--- src/rtl/fadd_stage2_pipe.sv ---
// FP add stage 2: signed-magnitude add/subtract of aligned fractions, registered
// behind a valid/ready handshake with a 2-entry skid buffer. Optional macro: FADD_S2_STALL_CNT_EN.
module fadd_stage2_pipe #(
  parameter int unsigned FRAC_W = 26,
  parameter int unsigned EXP_W  = 8
`ifdef FADD_S2_STALL_CNT_EN
  ,
  parameter int unsigned CNT_W  = 16
`endif
) (
  input  logic                CLK,
  input  logic                nRST,
  input  logic                flush,
  input  logic                in_valid,
  output logic                in_ready,
  input  logic                sign_shifted,
  input  logic [FRAC_W-1:0]   frac_shifted,
  input  logic                sign_not_shifted,
  input  logic [FRAC_W-1:0]   frac_not_shifted,
  input  logic [EXP_W-1:0]    exp_max,
`ifdef FADD_S2_STALL_CNT_EN
  output logic [CNT_W-1:0]    stall_cnt,
`endif
  output logic                out_valid,
  input  logic                out_ready,
  output logic                sign_out,
  output logic [FRAC_W:0]     sum_out,
  output logic [EXP_W-1:0]    exp_out
);

  localparam int unsigned SUM_W = FRAC_W + 1;

  typedef enum logic [1:0] {
    EMPTY = 2'd0,
    ONE   = 2'd1,
    FULL  = 2'd2
  } state_e;

  state_e             state_q, state_d;
  logic               out_valid_q, out_valid_d;
  logic               in_ready_q, in_ready_d;
  logic               load_m_new, load_m_skid, load_s;
  logic               in_fire, out_fire;

  logic               m_sign_q, s_sign_q;
  logic [SUM_W-1:0]   m_sum_q, s_sum_q;
  logic [EXP_W-1:0]   m_exp_q, s_exp_q;

  logic               calc_sign_c;
  logic [SUM_W-1:0]   calc_sum_c;

  assign in_fire  = in_valid & in_ready_q;
  assign out_fire = out_valid_q & out_ready;

  // Signed-magnitude add: a = larger-exponent operand, b = aligned operand.
  always_comb begin
    calc_sign_c = 1'b0;
    calc_sum_c  = '0;
    if (sign_not_shifted == sign_shifted) begin
      calc_sum_c  = {1'b0, frac_not_shifted} + {1'b0, frac_shifted};
      calc_sign_c = sign_not_shifted;
    end else if (frac_not_shifted > frac_shifted) begin
      calc_sum_c  = {1'b0, FRAC_W'(frac_not_shifted - frac_shifted)};
      calc_sign_c = sign_not_shifted;
    end else if (frac_not_shifted < frac_shifted) begin
      calc_sum_c  = {1'b0, FRAC_W'(frac_shifted - frac_not_shifted)};
      calc_sign_c = sign_shifted;
    end
  end

  // Next-state and register-load decode; flush overrides every transition.
  always_comb begin
    state_d     = state_q;
    load_m_new  = 1'b0;
    load_m_skid = 1'b0;
    load_s      = 1'b0;
    if (flush) begin
      state_d = EMPTY;
    end else begin
      case (state_q)
        EMPTY: begin
          if (in_fire) begin
            load_m_new = 1'b1;
            state_d    = ONE;
          end
        end
        ONE: begin
          if (in_fire && out_fire) begin
            load_m_new = 1'b1;
          end else if (in_fire) begin
            load_s  = 1'b1;
            state_d = FULL;
          end else if (out_fire) begin
            state_d = EMPTY;
          end
        end
        FULL: begin
          if (out_fire) begin
            load_m_skid = 1'b1;
            state_d     = ONE;
          end
        end
        default: state_d = EMPTY;
      endcase
    end
    out_valid_d = (state_d != EMPTY);
    in_ready_d  = (state_d != FULL);
  end

  always_ff @(posedge CLK or negedge nRST) begin
    if (!nRST) begin
      state_q     <= EMPTY;
      out_valid_q <= 1'b0;
      in_ready_q  <= 1'b1;
    end else begin
      state_q     <= state_d;
      out_valid_q <= out_valid_d;
      in_ready_q  <= in_ready_d;
    end
  end

  // Main (output) and skid data registers.
  always_ff @(posedge CLK or negedge nRST) begin
    if (!nRST) begin
      m_sign_q <= 1'b0;
      m_sum_q  <= '0;
      m_exp_q  <= '0;
      s_sign_q <= 1'b0;
      s_sum_q  <= '0;
      s_exp_q  <= '0;
    end else begin
      if (load_m_new) begin
        m_sign_q <= calc_sign_c;
        m_sum_q  <= calc_sum_c;
        m_exp_q  <= exp_max;
      end else if (load_m_skid) begin
        m_sign_q <= s_sign_q;
        m_sum_q  <= s_sum_q;
        m_exp_q  <= s_exp_q;
      end
      if (load_s) begin
        s_sign_q <= calc_sign_c;
        s_sum_q  <= calc_sum_c;
        s_exp_q  <= exp_max;
      end
    end
  end

`ifdef FADD_S2_STALL_CNT_EN
  logic [CNT_W-1:0] stall_cnt_q, stall_cnt_d;

  // Saturating backpressure counter; only reset clears it.
  always_comb begin
    stall_cnt_d = stall_cnt_q;
    if (out_valid_q && !out_ready && !(&stall_cnt_q)) begin
      stall_cnt_d = stall_cnt_q + CNT_W'(1);
    end
  end

  always_ff @(posedge CLK or negedge nRST) begin
    if (!nRST) begin
      stall_cnt_q <= '0;
    end else begin
      stall_cnt_q <= stall_cnt_d;
    end
  end

  assign stall_cnt = stall_cnt_q;
`endif

  assign in_ready  = in_ready_q;
  assign out_valid = out_valid_q;
  assign sign_out  = m_sign_q;
  assign sum_out   = m_sum_q;
  assign exp_out   = m_exp_q;

endmodule

--- config.mk ---
export PLATFORM = sky130hd
export DESIGN_NAME = fadd_stage2_pipe
export DESIGN_NICKNAME = d
export VERILOG_FILES = /design/src/rtl/fadd_stage2_pipe.sv
export SDC_FILE = /design/constraint.sdc
export NUM_CORES = 1
export LEC_CHECK = 0
export ABC_AREA = 1
export CELL_PAD_IN_SITES_DETAIL_PLACEMENT = 1
export CELL_PAD_IN_SITES_GLOBAL_PLACEMENT = 2
export CORE_AREA = 4 4 186 143
export DETAILED_ROUTE_END_ITERATION = 10
export DIE_AREA = 0 0 190 147
export DONT_BUFFER_PORTS = 1
export PLACE_DENSITY = 0.95
export SYNTH_ARGS = -nofsm -noshare
export SYNTH_HDL_FRONTEND = slang
export SYNTH_SLANG_ARGS = --single-unit
--- constraint.sdc ---
create_clock -name CLK -period 3.08 [get_ports CLK]
set_input_delay 0.616 -clock CLK [delete_from_list [all_inputs] [get_ports CLK]]
set_output_delay 0.616 -clock CLK [all_outputs]
set_load 0.02 [all_outputs]
## After elaboration in Yosys (flattened, before gate mapping)

Index checks and enable logic that the tools add are counted.

| operators by class | value |
|---|---|
| add/subtract/negate cells | 3 |
| order comparisons | 2 |
| eq/ne operators | 4 |
| multiplexer cells | 29 |
| bitwise logic cells | 2 |
| reductions and logical operators | 4 |

Operators by type and width:

| kind | number |
|---|---|
| 27-bit two-way mux | 3 |
| 26-bit two-way mux | 2 |
| 26-bit subtractor | 2 |
| 26-bit by 26-bit adder with 27-bit output | 1 |
| 26-bit greater-than comparator | 1 |
| 26-bit < comparator | 1 |
| 8-bit two-way mux | 2 |
| 1-bit two-way mux | 14 |
| 2-bit two-way mux | 6 |
| 2-bit one-hot mux with 3 select lines | 1 |
| 2-bit nonzero test | 2 |
| 1-bit bitwise AND | 2 |
| 2-bit by 1-bit equality test with 1-bit output, second input constant | 1 |
| 2-bit equality test, second input constant | 1 |
| 2-bit zero test | 1 |
| 2-bit != test, second input constant | 1 |
| 1-bit one-hot mux with 2 select lines | 1 |
| 1-bit equality test | 1 |
| 1-bit logical AND | 1 |

| word-level totals | value |
|---|---|
| register bits after elaboration | 76 |
| output and inout bits | 38 |
| word-level logic and storage cells | 53 |

## Depth between registers and ports, before layout

Gate-level depths: netlist (run 1).

| depth | value |
|---|---|
| depth in word-level cells | 7 |
| depth in mapped cells | 20 |
| mapped depth without buffers | 19 |

## Worst setup path before layout (run 1)

OpenSTA, ideal clock, no wires.

| path | value |
|---|---|
| kind | input to register |
| from | in frac_shifted[9] |
| to | reg s_sum_q[19] |
| arrival time | 2190 ps |
| required time | 2963 ps |
| slack | 773 ps |
| stages on the path | 20 |
| path buffers | 2 |
| cells stage by stage | inv_1 -> ha_1 -> buf_6 -> nand2_2 -> inv_1 -> nand2_1 -> nand2_1 -> inv_1 -> nand3_2 -> nand2_2 -> nand3_4 -> nand2_4 -> inv_4 -> buf_6 -> nand2_1 -> nand2_1 -> nand2_1 -> nand2_1 -> nand2_1 -> nand2_1 |

| on the way | value |
|---|---|
| longest elaborated chain between the ends | 4 |

Ends and longest elaborated chain:

| element | RTL line | text |
|---|---|---|
| start: declaration | 17 | `input logic [FRAC_W-1:0] frac_shifted,` |
| 26-bit subtractor or 26-bit < comparator (tied branches) | 66, 65 |  |
| 26-bit two-way mux | 65 | `end else if (frac_not_shifted < frac_shifted) begin` |
| 26-bit two-way mux | 62 | `end else if (frac_not_shifted > frac_shifted) begin` |
| 27-bit two-way mux * | 59 | `if (sign_not_shifted == sign_shifted) begin` |
| end signal: assignment | 143 | `s_sum_q <= calc_sum_c;` |
| end: declaration | 46 | `logic [SUM_W-1:0] m_sum_q, s_sum_q;` |

Mark *: on every way between the ends. The rest lies on a longest branch, timed or not.
A chain may end at the register's enable or synchronous reset.

## Final worst setup path (run 1)

| path | value |
|---|---|
| from | in frac_shifted[8] |
| to | reg s_sum_q[13] |

Same word-level chain as after synthesis.

==> results of run 1 <==
-- state kept, by name, summed over array words and instances, names as in the netlist --
name       cells
s_sum_q       27
sum_out       27
exp_out        8
s_exp_q        8
state_q        2
in_ready       1
out_valid      1
s_sign_q       1
sign_out       1
-- area by class of cell --
cell class,instances,area share [%]
clock buffers,12,2.59
repair buffers,46,3.82
clock inverters,4,0.480
inverters,270,10.3
flip-flops and latches,76,19.2
multi-input cells,1149,59.4
well taps,338,4.27
-- layer usage --
metal | part of all wire (%) | track usage (%) | up-vias
li1 | - | - | 4788
met1 | 48 | 36.8 | 4820
met2 | 45 | 42.3 | 249
met3 | 5.9 | 3.80 | 27
met4 | 1.4 | 3.40 | 0
met5 | 0 | 0 | -
-- final timing paths --
check / start / to / slack (ps) / depth (start not counted)
setup / recovery: frac_shifted[8] / s_sum_q[13]$_DFFE_PN0P_ / 340 / 14
hold / removal: nRST / in_ready$_DFF_PN1_ / 120 / 0
setup reg to reg: out_valid$_DFF_PN0_ / sum_out[18]$_DFFE_PN0P_ / 1040 / 9
hold reg to reg: s_sum_q[4]$_DFFE_PN0P_ / s_sum_q[4]$_DFFE_PN0P_ / 480 / 2
max in group asynchronous: nRST / s_sum_q[25]$_DFFE_PN0P_ / 2600 / 1
min in group CLK: exp_max[7] / s_exp_q[7]$_DFFE_PN0P_ / 440 / 2
-- cell usage in the layout, fill, tap and decap left out, types with 3 or more instances in the layout --
master       n
a22o_1      15
xor2_1      19
nor2_1      90
dfrtp_1     75
o211ai_1    11
ha_1        77
buf_4       44
nand2_2      9
a31oi_1      7
o21bai_1     6
nor3_1      14
a21oi_1     63
inv_1      269
fa_1         3
o21ai_0     56
nand2_1    586
nand2_4      3
nor2_2      12
nand4_1     23
nand3_1    131
clkbuf_16    9
-- worst register-to-register path: cells and delay by family, from the launching register on --
family / cells / cell delay [ps]
and+or+nand+nor: 5 / 760
AOI/OAI and AO/OA: 1 / 210
buffers and inverters: 3 / 550
DFF: 1 / 450
-- through the flow --
stage / instances / power [W] / hold slack (ps)
after floorplan: 1543 / 0.00316 / 320
after global placement: 1878 / 0.00376 / 323
after detailed placement: 1878 / 0.00385 / 322
after CTS: 1895 / 0.00497 / 111
after global routing: 1895 / 0.00531 / 103
final: 1895 / 0.00496 / 121
-- kinds of logic after synthesis --
| kind of cell | after synthesis | share of synthesized area (%) |
|---|---|---|
| buffers and inverters | 318 | 14.4 |
| DFF | 76 | 21.0 |
| and+or+nand+nor | 880 | 40.6 |
| AOI/OAI and AO/OA | 167 | 10.6 |
| adders and majority gates | 80 | 11.3 |
| xor gates and xnor gates | 22 | 2.13 |
-- repair_timing --
item,4_1_cts,5_1_grt
endpoints found under the hold margin,75,0
buffers inserted,0,0
hold buffers,1,0
-- power groups by stage --
stage	logic [W]	clock network [W]	registers, W
after global placement	0.00189	0	0.00187
after global routing	0.00224	0.00115	0.00192
after detailed placement	0.00195	0	0.00189
after floorplan	0.00138	0	0.00178
after CTS	0.00199	0.00109	0.00188
final	0.00200	0.00108	0.00188
==> run_results.csv, run 1 <==
group,metric,value,unit
clock_network,numCtsBuffers,9,
clock_network,cts_sinks,76,
yosys,synth_area,9060,µm²
layout,register_area,1900,µm²
critical_path,slowest_delay,500,ps
critical_path,path_max_fanout,8,
yosys,ys_top_cells_by_area,"nand2_1, dfrtp_1, inv_1",
floorplan,num_rows,50,
sta,finalSetupTns,0,ps
yosys,ys_warn_count,0,
yosys,yosysMostFrequentCell,"nand2_1",
power_and_ir_drop,power_density,501,nW/µm²
yosys,ys.flop_type,"dfrtp_1",
grt,overflow,0,
yosys,synth.top_cells.by_count,"nand2_1, inv_1, nand3_1",
route,routed-via-count,9884,
sta,slew_viol_final,0,
layout,n_fill_cell,3407,
sta,rsz0062_at_grt,"no",
clock_network,cts_tree,"built",
critical_path,critPathSlowestCell,"a21boi_0",
critical_path,crit_buf_inv,2,
yosys,netlist.area_leader.share,24.3,%
power_and_ir_drop,pwr-share-comb,40.4,%
layout,nets,1699,
placement,post-place-ws,61.1,ps
run_status,status,"finished clean",
sta,setup_slack,342,ps
yosys,synth-edff-count,0,
layout,fin_area,9900,µm²
power_and_ir_drop,power_frac_seq,37.9,%
critical_path,crit_chain,"inv_1, ha_1, inv_1, a21oi_1, a21boi_0, o21ai_0, nand2_1, nand2_1, nand2_1, nand2_1, nand2_1, nand2_1, nand2_1, nand2_1",
critical_path,worstSetupStartpointType,"primary input",
clock_network,htree_levels,3,
floorplan,die_w,190,µm
hold_path,min_path_type,"in2async",
route,via_per_inst,5.22,
route,drt_iter0_markers,705,
sta,period_needed,2740,ps
route,drc,0,
floorplan,ios,105,
placement,postPlaceCellArea,9570,µm²
critical_path,worstSetupPathType,"in2reg",
sta,max-slew-margin-rel,55.1,%
floorplan,die_area,27900,µm²
sta,worst_slew_pin_slew,672,ps
grt,grt_pass1_vias,10084,
clock_network,cts_resized,0,
critical_path,crit_path_end_kind,"register",
clock_network,clk_latency,330,ps
layout,fin_util,40.1,%
power_and_ir_drop,p_switching,0.00222,W
layout,syn_to_final_growth,9.21,%
critical_path,crit_family,"compound AO/OA/AOI/OAI gates",
critical_path,cpMostUsedCell,"nand2_1",
grt,antenna_found_initial,0,
route,totalWireLength,36900,µm
route,detail_route.first_pass.iterations,5,
floorplan,start_util,36.7,%
yosys,synthCells,1543,
yosys,synth_async_sr_flop_share,100,%
placement,globalplace.congestion,0.974,
power_and_ir_drop,clkPwrFrac,21.7,%
yosys,ys_ff_latch,76,
grt,grt_max_degree,76,
sta,fmax,365,MHz
route,routedWlPerCell,19.5,µm
placement,hpwl,30600,µm
layout,n_antenna_cell,0,
power_and_ir_drop,p_int,0.00274,W
sta,post-route-period-util,88.9,%
layout,drive_gt1_share,6.23,%
yosys,seq_area_frac_synth,21.0,%
power_and_ir_drop,swShare,44.8,%
job,maxCapViolCount,0,
power_and_ir_drop,ir_drop,0.308,mV
yosys,synth_fp_nets,1690,
grt,grt_pass1_wl,56800,µm
clock_network,path_clk_slew,60,ps
route,ant_nets,0,
floorplan,die_y,147,µm
sta,finalHoldViolations,0,
critical_path,cp.arrival,2960,ps
yosys,ys_types,42,
sta,setup_viol,0,
sta,fin_skew,4.42,ps
yosys,postSynthAreaPerCell,5.87,µm²
floorplan,coreArea,24700,µm²
layout,multi_input_area,5880,µm²
grt,globalRouteTotalUtil,25.7,%
clock_network,clk_path_buf_depth,2,
critical_path,cp.required,3300,ps
placement,portBuffers,0,
clock_network,cts-root-buf,"clkbuf_16",
yosys,yosysTopAreaCell,"nand2_1",
power_and_ir_drop,power_leakage,5.66,nW
No activity file was read; power rests on OpenSTA's default activity.
==> run 2: changes to the inputs <==
--- a/config.mk
+++ b/config.mk
@@ -12,6 +12,7 @@
 export DETAILED_ROUTE_END_ITERATION = 10
 export DIE_AREA = 0 0 190 147
 export DONT_BUFFER_PORTS = 1
+export GPL_ROUTABILITY_DRIVEN = 0
 export PLACE_DENSITY = 0.95
 export SYNTH_ARGS = -nofsm -noshare
 export SYNTH_HDL_FRONTEND = slang
==> run_results.csv, run 2 (synthesized netlist as in run 1, its figures left out) <==
group,metric,value,unit
power_and_ir_drop,power_leakage,5.64,nW
critical_path,critPathSlowestCell,"ha_1",
floorplan,die_w,190,µm
critical_path,worstSetupPathType,"in2reg",
sta,post-route-period-util,88.4,%
sta,holdWs,125,ps
layout,final_cell_mix,"nand2_1, inv_1, nand3_1",
sta,finalHoldViolations,0,
critical_path,crit_path_end_kind,"register",
grt,grt_pass1_vias,9999,
clock_network,clk_path_buf_depth,2,
clock_network,cts_sinks,76,
run_status,status,"finished clean",
layout,fin_area,9880,µm²
placement,post-place-ws,127,ps
grt,globalRouteTotalUtil,24.5,%
clock_network,clk_latency,330,ps
sta,max-slew-margin-rel,54.6,%
route,ant_nets,0,
sta,slew_viol_final,0,
placement,postPlaceCellArea,9520,µm²
route,routed-via-count,9951,
layout,n_antenna_cell,0,
critical_path,slowest_delay,460,ps
route,totalWireLength,34800,µm
sta,setup_slack,357,ps
clock_network,cts_tree,"built",
sta,worst_slew_pin_slew,681,ps
layout,n_fill_cell,3376,
floorplan,die_y,147,µm
sta,rsz0062_at_grt,"no",
sta,fin_skew,4.22,ps
critical_path,cpMostUsedCell,"nand2_1",
grt,grt_pass1_wl,54800,µm
critical_path,path_max_fanout,10,
clock_network,cts-root-buf,"clkbuf_16",
floorplan,coreArea,24700,µm²
grt,overflow,0,
hold_path,min_path_type,"in2async",
clock_network,path_clk_slew,60,ps
route,routedWlPerCell,18.4,µm
job,maxCapViolCount,0,
floorplan,num_rows,50,
placement,portBuffers,0,
layout,nets,1692,
sta,period_needed,2720,ps
layout,syn_to_final_growth,9.00,%
sta,fmax,367,MHz
sta,setup_viol,0,
layout,layout_commonest_cell,"nand2_1",
floorplan,start_util,36.7,%
power_and_ir_drop,finalPower,0.00502,W
critical_path,worstSetupStartpointType,"primary input",
route,drt_iter0_markers,800,
sta,finalSetupTns,0,ps
clock_network,cts_setup_buffers,0,
route,detail_route.first_pass.iterations,5,
grt,grt_max_degree,76,
route,via_per_inst,5.27,
grt,antenna_found_initial,0,
floorplan,ios,105,
power_and_ir_drop,power_density,508,nW/µm²
clock_network,numCtsBuffers,9,
critical_path,cp.required,3300,ps
placement,hpwl,28700,µm
layout,drive_gt1_share,5.81,%
power_and_ir_drop,ir_drop,0.291,mV
critical_path,cp.arrival,2940,ps
critical_path,crit_chain,"inv_1, ha_1, inv_1, a21oi_2, nand2_1, a21oi_1, o21ai_0, or2_0, nand3_1, nand3_1, nand2_1, nand2_1",
route,drc,0,
clock_network,htree_levels,3,
floorplan,die_area,27900,µm²
## run 2: changes by cell type in the layout (fill, tap and decap cells not counted)
cell | before | now
buf_4 | 44 | 37
clkinv_2 | 2 | 0
bufinv_16 | 1 | 2
clkbuf_8 | 2 | 3
## run 2: power by group
part | internal [W] | leakage (nW) | total (W) | switching, W
Clock | 0.000776 | 0.162 | 0.00118 | 0.000403
Combinational | 0.000677 | 4.54 | 0.00198 | 0.00130
Sequential | 0.00138 | 0.942 | 0.00187 | 0.000486
Total | 0.00284 | 5.64 | 0.00502 | 0.00219
## run 2: cell type report
| cell class | instances | area, µm² | area share, % |
|---|---|---|---|
| multi-input cells | 1149 | 5880 | 59.5 |
| clock buffers | 13 | 270 | 2.74 |
| inverters | 270 | 1020 | 10.3 |
| clock inverters | 3 | 67.6 | 0.684 |
| well taps | 338 | 423 | 4.28 |
| flip-flops and latches | 76 | 1900 | 19.3 |
| repair buffers | 39 | 325 | 3.29 |
## run 2: worst max-delay path, delay by kind of cell
kind | cells | cell delay (ps)
adders and majority gates | 1 | 460
AOI/OAI and AO/OA | 3 | 880
and+or+nand+nor | 6 | 760
buffers and inverters | 2 | 190
## run 2: metal layers
layer | routed length (µm) | GRT usage, %
met4 | 669 | 4.70
met1 | 16000 | 35.4
met5 | 0 | 0
met2 | 15500 | 38.7
met3 | 2590 | 4.44
## run 2: stage by stage
stage,std cells,util [%]
2_1_floorplan,1543,-
3_3_place_gp,1871,38.5
3_5_place_dp,1871,38.5
4_1_cts,1888,40.0
5_1_grt,1888,40.0
6_report,1888,40.0
## run 2: path summary, 6_finish.rpt
check | from | end | slack, ps | cells after the start
worst max-delay path | frac_shifted[2] | sum_out[9]$_DFFE_PN0P_ | 360 | 12
worst min-delay path | nRST | in_ready$_DFF_PN1_ | 130 | 0
worst max register to register | out_valid$_DFF_PN0_ | sum_out[18]$_DFFE_PN0P_ | 1090 | 9
worst min register to register | s_exp_q[3]$_DFFE_PN0P_ | s_exp_q[3]$_DFFE_PN0P_ | 490 | 2
max in group asynchronous | nRST | s_sum_q[16]$_DFFE_PN0P_ | 2580 | 1
min in group CLK | exp_max[6] | s_exp_q[6]$_DFFE_PN0P_ | 460 | 2
## run 2: what timing repair did
action / in CTS / in global routing
endpoints found under the hold margin: 75 / 0
hold buffers: 1 / 0
gates resized for setup: 0 / 0
